===== src/rtl/cfg_bank_writer.sv =====
// Programming-side writer for a BL/WL configuration bank: assembles serial frames
// onto the bit lines and pulses one word line per frame, walking rows 0..NUM_WL-1.
module cfg_bank_writer #(
    parameter int NUM_BL   = 6,
    parameter int NUM_WL   = 11,
    parameter int WL_PULSE = 2,
    parameter int ROW_W    = (NUM_WL > 1) ? $clog2(NUM_WL) : 1
) (
    input  logic              prog_clk,
    input  logic              prog_rst_n,
    input  logic              start,
    input  logic              cfg_din,
    input  logic              cfg_valid,
    output logic              cfg_ready,
    output logic [0:NUM_BL-1] bl,
    output logic [0:NUM_WL-1] wl,
    output logic [ROW_W-1:0]  row_idx,
    output logic              busy,
    output logic              done
);
    localparam int BIT_W = (NUM_BL > 1) ? $clog2(NUM_BL) : 1;
    localparam int PC_W  = (WL_PULSE > 1) ? $clog2(WL_PULSE) : 1;
    localparam logic [BIT_W-1:0] LAST_BIT = BIT_W'(NUM_BL - 1);
    localparam logic [ROW_W-1:0] LAST_ROW = ROW_W'(NUM_WL - 1);
    localparam logic [PC_W-1:0]  LAST_PC  = PC_W'(WL_PULSE - 1);

    typedef enum logic [2:0] {IDLE, LOAD, SETUP, PULSE, HOLD, DONE} state_t;

    state_t            state;
    logic [BIT_W-1:0]  bit_cnt;
    logic [PC_W-1:0]   pulse_cnt;
    logic [0:NUM_BL-1] frame;
    logic [0:NUM_BL-1] frame_next;
    logic [0:NUM_WL-1] wl_sel;

    assign cfg_ready = (state == LOAD);

    // Frame including the bit being accepted this cycle, so the last bit can
    // reach bl on the same edge it is taken.
    always_comb begin
        frame_next          = frame;
        frame_next[bit_cnt] = cfg_din;
    end

    always_comb begin
        wl_sel = '0;
        for (int i = 0; i < NUM_WL; i++) begin
            wl_sel[i] = (row_idx == ROW_W'(i));
        end
    end

    always_ff @(posedge prog_clk or negedge prog_rst_n) begin
        if (!prog_rst_n) begin
            state     <= IDLE;
            bl        <= '0;
            wl        <= '0;
            row_idx   <= '0;
            busy      <= 1'b0;
            done      <= 1'b0;
            frame     <= '0;
            bit_cnt   <= '0;
            pulse_cnt <= '0;
        end else begin
            case (state)
                IDLE, DONE: begin
                    if (state == DONE) begin
                        busy <= 1'b0;
                        done <= 1'b1;
                    end
                    if (start) begin
                        state   <= LOAD;
                        row_idx <= '0;
                        bit_cnt <= '0;
                        busy    <= 1'b1;
                        done    <= 1'b0;
                    end
                end
                LOAD: begin
                    if (cfg_valid) begin
                        frame <= frame_next;
                        if (bit_cnt == LAST_BIT) begin
                            bl      <= frame_next;
                            bit_cnt <= '0;
                            state   <= SETUP;
                        end else begin
                            bit_cnt <= bit_cnt + 1'b1;
                        end
                    end
                end
                SETUP: begin
                    wl        <= wl_sel;
                    pulse_cnt <= '0;
                    state     <= PULSE;
                end
                PULSE: begin
                    if (pulse_cnt == LAST_PC) begin
                        wl    <= '0;
                        state <= HOLD;
                    end else begin
                        pulse_cnt <= pulse_cnt + 1'b1;
                    end
                end
                HOLD: begin
                    if (row_idx == LAST_ROW) begin
                        state <= DONE;
                    end else begin
                        row_idx <= row_idx + 1'b1;
                        bit_cnt <= '0;
                        state   <= LOAD;
                    end
                end
                default: state <= IDLE;
            endcase
        end
    end
endmodule


===== config.mk =====
export PLATFORM = sky130hd
export DESIGN_NAME = cfg_bank_writer
export DESIGN_NICKNAME = d
export VERILOG_FILES = /design/src/rtl/cfg_bank_writer.sv
export SDC_FILE = /design/constraint.sdc
export NUM_CORES = 1
export LEC_CHECK = 0
export CAP_MARGIN = 30
export CORE_ASPECT_RATIO = 1.1
export CORE_UTILIZATION = 28
export CTS_CLUSTER_DIAMETER = 80
export CTS_CLUSTER_SIZE = 30
export DETAILED_ROUTE_END_ITERATION = 8
export DONT_BUFFER_PORTS = 1
export GPL_TIMING_DRIVEN = 0
export SLEW_MARGIN = 15
export SYNTH_ARGS = -nofsm -noshare
export SYNTH_HDL_FRONTEND = slang
export SYNTH_SLANG_ARGS = --single-unit
export TNS_END_PERCENT = 50

===== constraint.sdc =====
create_clock -name prog_clk -period 2 [get_ports prog_clk]
set_input_delay 0.2 -clock prog_clk [delete_from_list [all_inputs] [get_ports prog_clk]]
set_output_delay 0.2 -clock prog_clk [all_outputs]
set_load 0.05 [all_outputs]

==> out/summary.txt, run 1 <==
total track usage: 12.6%
Pleak: 0.000871 uW
Clk Latency, worst-skew pair: 0.29 ns
Ports: 29
max layer used: met4
DR WL met2: 1.65 mm
Remaining Overflow, GRT: 0
data arrival time of the critical path: 2.19 ns
dpl cells: 224
initial antenna violation count: 0
Layout area overhead: 19.3%
top_reg_cell synth: dfrtp_1
DRC viols: 0
clk buf depth: 2
Via Count: 1231
Final Slew Violations: 0
vias in the first global route: 1164
commonest cells after routing, fill and taps aside: dfrtp_1 (30), buf_4 (9), a22o_1 (9)
core area: 5540 um^2
Post-Syn Nets: 158
max_cap viols: 0
CP required: 2.17 ns
antenna-violating nets left: 0
Crit Path Class: reg2reg
final hold violations: 0
multi-input logic area: 739 um^2
CP max FO: 5
n_diodes: 0
root buf cell: clkbuf_8
Fin Hold WS: 0.0666 ns
Final Critical Period: 2.02 ns
leading cell type in the layout, fill and taps excluded: dfrtp_1
max frequency: 494 MHz
Initial DRC Count: 42
crit path capture type: flop
RR Startpoint: state[2]$_DFFE_PN0P_
worst vdd ir: 0.460 mV
via/cell ratio: 5.11
Layout Cells excl Fill: 241
Endpoint, Worst Hold: frame[0]$_DFFE_PN0P_
CTS Buf Count: 5
syn_area_per_cell: 11.1 um^2
Seq cells post-synth: 35
I/O Buffers: 0
cell count of the worst reg-to-reg path: 4
starting density of the core: 29.8%
Clock Skew: 0.00790 ns
Synth Cell Area: 1650 um^2
first-pass GRT wire length: 5.75 mm
fillers: 582
row count: 28
number of flops mapped to enable cells by yosys: 0
Post-Syn Instances: 149
Final Cycle Share: 101%
RSZ-0062 raised after global routing: true
Distinct cells, synth: 40
Crit Reg-Reg Endpoint: frame[1]$_DFFE_PN0P_
CTS clk-pin slew, worst paths: 0.07 ns
Worst slew margin: 50.2%
RD Place Congestion: 0.785
setup ws final: -0.0243 ns
Yosys warning count: 0
PD cells: 1540 nW/um^2
Final nets: 175
Seq/Total Area, Yosys: 53.1%
Post-DP HPWL: 2.37 mm
DRT Pass-1 Iters: 4
Critical Path Source Type: flop
H-tree lvl count: 2
Worst Tran Pin Value: 0.746 ns
die area: 6200 um^2
failing checks: setup timing
WL met3: 201 um
Sinks on Clock Net: 35
fraction of registers with async set/reset: 100%
status: finished, violations left
reg2reg setup slack: -0.02 ns
Chip Width: 75.2 um
die height: 82.5 um
WL met1: 1.48 mm
HP Start: cfg_din
final setup vio count: 2
Detailed Route WL: 3.45 mm
DP Worst Slack: -0.318 ns
Avg WL per Cell: 14.3 um
Sequential Area: 885 um^2
pin count of the biggest net entering global routing: 36
Hold Crit Class: in2reg
WHS Path Cells: 1
CTS tree: yes
share of cells above drive strength 1: 24.7%
synth_stat cells (all sizes together) (3+ instances only):
cell type / number / share of area (%)
mux2: 8 / 5.5
clkbuf: 7 / 1.6
a21oi: 6 / 1.8
nand3: 4 / 1.2
a21o: 3 / 1.4
nor2: 8 / 1.8
nand2: 8 / 1.8
a32o: 3 / 1.8
mux2i: 4 / 2.4
nor2b: 3 / 1.1
a31oi: 3 / 1.1
o21ai: 6 / 1.8
nor4: 3 / 1.1
nor3: 5 / 1.5
dfrtp: 35 / 53
inv: 7 / 1.6
ha: 4 / 3.0
a22o: 9 / 4.8
metrics by stage:
stage / TNS, ns / power (uW) / area, um^2 / utilization (%)
CTS: -0.0784 / 3020 / 1950 / 35.3
detailed placement: -0.897 / 2360 / 1750 / 31.6
floorplan: -0.0604 / 2180 / 1650 / -
global placement: -0.963 / 2350 / 1750 / 31.6
global route: -0.301 / 3210 / 1970 / 35.6
finish: -0.0336 / 3030 / 1970 / 35.6
cell type report:
cell class                      instances  share of cell area [%]
Buffer                                  9                    2.35
Clock inverter                          1                   0.254
Inverter                                7                    1.34
Multi-Input combinational cell         98                    37.6
Sequential cell                        35                    44.9
Timing Repair Buffer                   10                    4.58
Clock buffer                            6                    4.20
Tap cell                               75                    4.77
flip-flops by register name (all words and copies together) (netlist names):
| name | count |
|---|---|
| bit_cnt | 3 |
| bl | 6 |
| busy | 1 |
| done | 1 |
| frame | 5 |
| pulse_cnt | 1 |
| row_idx | 4 |
| state | 3 |
| wl | 11 |
cell families (layout without fill, tap and decap cells):
family,count (synthesis),in the layout,synth area share [%]
AOI/OAI and AO/OA,39,39,17.3
xor gates and xnor gates,1,1,0.531
and+or+nand+nor,42,42,14.2
DFF,35,35,53.1
adders and majority gates,4,4,3.04
buffers and inverters,16,33,3.95
muxes,12,12,7.89
timing repair:
item / 4_1_cts / 5_1_grt
endpoints found under the setup margin: 11 / 12
resized for setup: 8 / 9
endpoints found under the hold margin: 35 / 0
setup buffers: 8 / 0
pin swaps: 3 / 2
hold buffers: 2 / 0
how the worst max path moves through the flow:
stage	startpoint	end	slack (ns)
after global routing	state[2]$_DFFE_PN0P_	frame[0]$_DFFE_PN0P_	-0.11
after detailed placement	state[0]$_DFFE_PN0P_	frame[1]$_DFFE_PN0P_	-0.32
after floorplan	state[0]$_DFFE_PN0P_	frame[1]$_DFFE_PN0P_	-0.06
after global placement	state[0]$_DFFE_PN0P_	frame[1]$_DFFE_PN0P_	-0.36
after CTS	state[1]$_DFFE_PN0P_	frame[1]$_DFFE_PN0P_	-0.06
final	state[2]$_DFFE_PN0P_	frame[1]$_DFFE_PN0P_	-0.02
worst max-delay path, stage by stage (launching register included):
cell	delay, ns
dfrtp_2	0.42
nor3b_4	0.65
nand2_2	0.19
nor4b_4	0.31
mux2_4	0.33
power by group:
group          internal, uW  switching [uW]
logic                   485             580
clock network           270             238
registers               922             539
total                  1680            1360
metal layers:
metal,GRT usage [%],vias to the layer above
met5,0,-
li1,-,576
met3,3.64,10
met2,19.0,36
met1,15.7,609
met4,8.15,0
(Power assumes the default switching activity.)
==> inputs of run 2 (changes only) <==
- CORE_MARGIN: unset -> 2
- CTS_BUF_LIST: unset -> sky130_fd_sc_hd__clkbuf_4 sky130_fd_sc_hd__clkbuf_8
- RECOVER_POWER: unset -> 25
==> run 2 against run 1 <==
Effect of this change: the flow still finishes with violations (setup timing); clock power rose by 32%; register-to-register slack improved by 0.02 ns; power rose by 6.0%; final cell count rose by 1.2%; count of clock-buffer cells in the layout did not move; sequential cell count did not move.
==> out/summary.txt, run 2 (synthesized netlist as in run 1, its figures left out) <==
final setup vio count: 1 (-1)
die height: 84.5 um (+2.4%)
DRC viols: 0 (unchanged)
Crit-path slowest cell: nor3b_4
gr busiest metal: met2
Worst slew margin: 42.1% (-8.1 points)
data arrival time of the critical path: 2.18 ns (about the same)
max_cap viols: 0 (unchanged)
root buf cell: clkbuf_8
Via Count: 1231 (unchanged)
failing checks: setup timing
worst vdd ir: 0.816 mV (+78%)
GR Util met3: 4.09% (+0.45 points)
Tot Pwr: 3220 uW (+6.0%)
via/cell ratio: 5.05 (-1.2%)
cell count of the worst reg-to-reg path: 4 (unchanged)
DP Worst Slack: -0.294 ns (+0.0244 ns)
CTS clk-pin slew, worst paths: 0.07 ns (about the same)
fillers: 610 (+4.8%)
Initial DRC Count: 33 (-21%)
Final Critical Period: 2.00 ns (-0.0204 ns)
Avg WL per Cell: 15.4 um (+7.6%)
total track usage: 12.1% (-0.49 points)
CP required: 2.17 ns (about the same)
Crit Path Class: reg2reg
Final Cycle Share: 100% (-1.0 points)
Final Slew Violations: 0 (unchanged)
clk buf depth: 2 (unchanged)
row count: 29 (+3.6%)
routing usage on met2: 19.1% (+0.12 points)
CP Cell Sequence: nor3b_4 -> nand2_4 -> nor4b_4 -> mux2_4
pin count of the biggest net entering global routing: 36 (unchanged)
CTS tree: yes
top flop regs: wl (11), bl (6), frame (5)
crit path capture type: flop
core area: 5730 um^2 (+3.6%)
Clk Latency, worst-skew pair: 0.29 ns (about the same)
antenna-violating nets left: 0 (unchanged)
Clock Skew: 0.00513 ns (-0.00277 ns)
Largest Register: wl
max frequency: 499 MHz (+1.0%)
Pleak: 0.000882 uW (+1.2%)
Detailed Route WL: 3.76 mm (+8.9%)
commonest cells after routing, fill and taps aside: dfrtp_1 (32), a22o_1 (9), nor2_1 (8)
PD cells: 1600 nW/um^2 (+3.9%)
Chip Width: 77.2 um (+2.7%)
Critical Path Source Type: flop
starting density of the core: 28.8% (-1.0 points)
Post-DP HPWL: 2.43 mm (+2.3%)
CP max stage delay: 0.67 ns (+0.02 ns)
final hold violations: 0 (unchanged)
Final nets: 175 (unchanged)
Hold Crit Class: in2reg
max FFs per register: 11 (unchanged)
Sinks on Clock Net: 35 (unchanged)
Layout area overhead: 21.8%
n_diodes: 0 (unchanged)
Fin Hold WS: 0.0583 ns (-0.00830 ns)
vias in the first global route: 1272 (+9.3%)
share of cells above drive strength 1: 22.8% (-1.9 points)
I/O Buffers: 0 (unchanged)
CP max FO: 5 (unchanged)
M1 GR Usage: 14.4% (-1.3 points)
Remaining Overflow, GRT: 0 (unchanged)
die area: 6520 um^2 (+5.1%)
status: finished, violations left
leading cell type in the layout, fill and taps excluded: dfrtp_1
Worst Tran Pin Value: 0.869 ns (+0.123 ns)
setup ws final: -0.00388 ns (+0.0204 ns)
H-tree lvl count: 2 (unchanged)
DRT Pass-1 Iters: 4 (unchanged)
WHS Path Cells: 1 (unchanged)
RSZ-0062 raised after global routing: true
Ports: 29 (unchanged)
initial antenna violation count: 0 (unchanged)
first-pass GRT wire length: 6.17 mm (+7.2%)
CTS Buf Count: 5 (unchanged)
RD Place Congestion: 0.786 (+0.18%)
run 2: changes by cell type in the layout (fill, tap and decap cells not counted), moves of 2 or more:
cell,change
buf_4,-2
buf_6,+2
dfrtp_1,+2
dfrtp_2,-2
inv_1,+2
inv_2,-2
nor4_1,-2
run 2: repair_timing:
action / 4_1_cts / 5_1_grt
hold buffers: 2 / 0
buffers inserted: 7 / 1
endpoints found under the hold margin: 35 / 0
pin swaps: 3 / 3
resized for setup: 11 / 4
setup endpoints to repair: 10 / 7
run 2: critical path: cells and delay by family (launching register included):
kind,cells,cell delay [ns]
mux,1,0.32
simple gates,3,1.13
flops,1,0.43
run 2: worst paths after layout:
path / from / slack, ns / end
setup / recovery: state[2]$_DFFE_PN0P_ / -0.004 / frame[1]$_DFFE_PN0P_
hold / removal: cfg_din / 0.06 / frame[4]$_DFFE_PN0P_
setup reg to reg: state[2]$_DFFE_PN0P_ / -0.004 / frame[1]$_DFFE_PN0P_
hold reg to reg: frame[2]$_DFFE_PN0P_ / 0.49 / frame[2]$_DFFE_PN0P_
max in group asynchronous: prog_rst_n / 0.78 / row_idx[0]$_DFFE_PN0P_
min in group asynchronous: prog_rst_n / 0.59 / wl[6]$_DFFE_PN0P_
run 2: per-stage QoR:
stage	cell area, um^2	util (%)	std cells	TNS [ns]
floorplan	1650	-	149	-0.0604
global placement	1750	30.5	226	-0.990
global route	2010	35.0	244	-0.407
detailed placement	1750	30.5	226	-1.01
CTS	2000	34.9	243	-0.0682
finish	2010	35.0	244	-0.00388
run 2: layer usage:
layer | wire (um) | part of all wire (%)
met3 | 207 | 5.5
met1 | 1710 | 45
met2 | 1750 | 47
met5 | 0 | 0
met4 | 90 | 2.4
run 2: where the power goes:
group          switching [uW]  internal, uW  total (uW)  leakage [uW]
Combinational             599           481        1080      0.000370
Clock                     267           403         671     0.0000612
Sequential                546           920        1470      0.000451
run 2: cell type report:
cell class,count,area (um^2),area share (%)
Sequential cell,35,882,43.9
Multi-Input combinational cell,98,758,37.8
Tap cell,77,96.3,4.80
Clock buffer,6,82.6,4.11
Timing Repair Buffer,10,78.8,3.93
Buffer,9,48.8,2.43
Clock inverter,2,35.0,1.74
Inverter,7,26.3,1.31
==> inputs of run 3 (changes only) <==
- CORE_ASPECT_RATIO: 1.1 -> unset
==> run 3 against run 2 <==
Effect of this change: power shrank 4.3%; final cell count shrank 2.0%; final area shrank 0.75%; largest power group unchanged; non-clock buffer count grew 1; highest routed layer unchanged; critical endpoint unchanged; the run now ends clean.
==> out/summary.txt, run 3 (synthesized netlist as in run 1, its figures left out) <==
Clock Skew: 0.0127 ns (+0.00757 ns)
final hold violations: 0 (unchanged)
worst vdd ir: 0.374 mV (-54%)
Final Cycle Share: 99.5% (-0.70 points)
top flop regs: wl (11), bl (6), frame (5)
PD cells: 1540 nW/um^2 (-3.6%)
status: complete, no violations
DRT Pass-1 Iters: 6 (+2)
commonest cells after routing, fill and taps aside: dfrtp_1 (30), a22o_1 (9), buf_4 (9)
via/cell ratio: 5.16 (+2.3%)
Via Count: 1234 (+0.24%)
starting density of the core: 29.4% (+0.64 points)
RSZ-0062 raised after global routing: true
fillers: 580 (-4.9%)
Remaining Overflow, GRT: 0 (unchanged)
Detailed Route WL: 3.71 mm (-1.3%)
Pleak: 0.000878 uW (-0.47%)
final setup vio count: 0 (-1)
Hold Crit Class: in2reg
max frequency: 503 MHz (+0.70%)
pin count of the biggest net entering global routing: 36 (unchanged)
CTS clk-pin slew, worst paths: 0.07 ns (about the same)
row count: 27 (-6.9%)
root buf cell: clkbuf_8
vias in the first global route: 1176 (-7.5%)
Largest Register: wl
share of cells above drive strength 1: 24.6% (+1.8 points)
design area: 1990 um^2 (-0.75%)
total track usage: 11.9% (-0.20 points)
CP max FO: 5 (unchanged)
crit path capture type: flop
Crit Path Class: reg2reg
Layout area overhead: 20.9%
Clk Latency, worst-skew pair: 0.28 ns (about the same)
Avg WL per Cell: 15.5 um (+0.76%)
Worst slew margin: 41.6% (-0.53 points)
Sinks on Clock Net: 35 (unchanged)
antenna-violating nets left: 0 (unchanged)
Final Slew Violations: 0 (unchanged)
leading cell type in the layout, fill and taps excluded: dfrtp_1
die height: 80.7 um (-4.4%)
CP required: 2.17 ns (about the same)
I/O Buffers: 0 (unchanged)
CTS tree: yes
initial antenna violation count: 0 (unchanged)
max FFs per register: 11 (unchanged)
Final Critical Period: 1.99 ns (-0.0140 ns)
die area: 6520 um^2 (about the same)
RD Place Congestion: 0.732 (-6.9%)
Ports: 29 (unchanged)
Crit-path slowest cell: nor3b_4
Worst Tran Pin Value: 0.877 ns (+0.00792 ns)
CP Cell Sequence: nor3b_4 -> nand2_4 -> nor4b_4 -> mux2_4
Final nets: 176 (+0.57%)
Critical Path Source Type: flop
core area: 5610 um^2 (-2.2%)
CP max stage delay: 0.67 ns (about the same)
H-tree lvl count: 2 (unchanged)
CTS Buf Count: 5 (unchanged)
clk buf depth: 2 (unchanged)
setup_tns: 0 ns (+0.00388 ns)
DRC viols: 0 (unchanged)
Chip Width: 80.7 um (+4.6%)
first-pass GRT wire length: 5.94 mm (-3.7%)
Post-DP HPWL: 2.44 mm (+0.56%)
n_diodes: 0 (unchanged)
Post-DP Area: 1740 um^2 (-0.36%)
Initial DRC Count: 100 (+200%)
data arrival time of the critical path: 2.16 ns (-0.02 ns)
max_cap viols: 0 (unchanged)
## run 3: cell types whose count changed in the layout (fill, tap and decap cells not counted), sizes merged
cell / before / now
buf: 10 / 11
bufinv: 1 / 0
clkbuf: 14 / 15
clkinv: 1 / 0
## run 3: critical path: cells and delay by family (launching register included)
family           cells  cell delay, ns
flip-flops           1            0.42
multiplexers         1            0.33
AND/OR/NAND/NOR      3            1.12
## run 3: cell type report
| cell class | count | area [um^2] | area share [%] |
|---|---|---|---|
| repair buffers | 11 | 82.6 | 4.14 |
| well taps | 72 | 90.1 | 4.52 |
| plain buffers | 9 | 48.8 | 2.45 |
| clock buffers | 7 | 83.8 | 4.21 |
| multi-input cells | 98 | 777 | 39.0 |
| inverters | 7 | 26.3 | 1.32 |
| flip-flops and latches | 35 | 885 | 44.4 |
## run 3: power breakdown
part,switching (uW),internal (uW),leakage [uW]
sequential,555,921,0.000447
clock,236,267,0.0000452
combinational,601,499,0.000385
## run 3: timing repair
| action | 4_1_cts | 5_1_grt |
|---|---|---|
| endpoints found under the setup margin | 11 | 11 |
| buffers inserted | 6 | 3 |
| pin swaps | 3 | 4 |
| hold endpoints to repair | 35 | 0 |
| hold buffers | 2 | 0 |
| gates resized for setup | 7 | 16 |
## run 3: final timing paths
check	from	endpoint	slack, ns	depth (start not counted)
worst max-delay path	state[2]$_DFFE_PN0P_	frame[1]$_DFFE_PN0P_	0.01	4
worst min-delay path	cfg_din	frame[4]$_DFFE_PN0P_	0.07	1
worst max register to register	state[2]$_DFFE_PN0P_	frame[1]$_DFFE_PN0P_	0.01	4
worst min register to register	frame[2]$_DFFE_PN0P_	frame[2]$_DFFE_PN0P_	0.49	2
max in group asynchronous	prog_rst_n	row_idx[0]$_DFFE_PN0P_	0.77	2
min in group asynchronous	prog_rst_n	done$_DFFE_PN0P_	0.60	2
## run 3: metal layers
layer | routed length (um) | global-route usage [%] | share of wire, % | vias to the layer above
met5 | 0 | 0 | 0 | -
met4 | 65 | 5.08 | 1.8 | 0
met3 | 194 | 3.00 | 5.2 | 6
met2 | 1740 | 18.0 | 47 | 26
met1 | 1720 | 16.3 | 46 | 615
li1 | - | - | - | 587
## run 3: per-stage QoR
step	setup slack (ns)	std cells	hold slack, ns	utilization [%]	total power, uW
2_1_floorplan	-0.0604	149	-0.0956	-	2180
3_3_place_gp	-0.262	221	-0.0949	31.1	2350
3_5_place_dp	-0.335	221	-0.0949	31.1	2380
4_1_cts	-0.0723	236	0.0582	34.4	3010
5_1_grt	-0.0935	239	0.0568	35.5	3270
6_report	0.0101	239	0.0653	35.5	3080
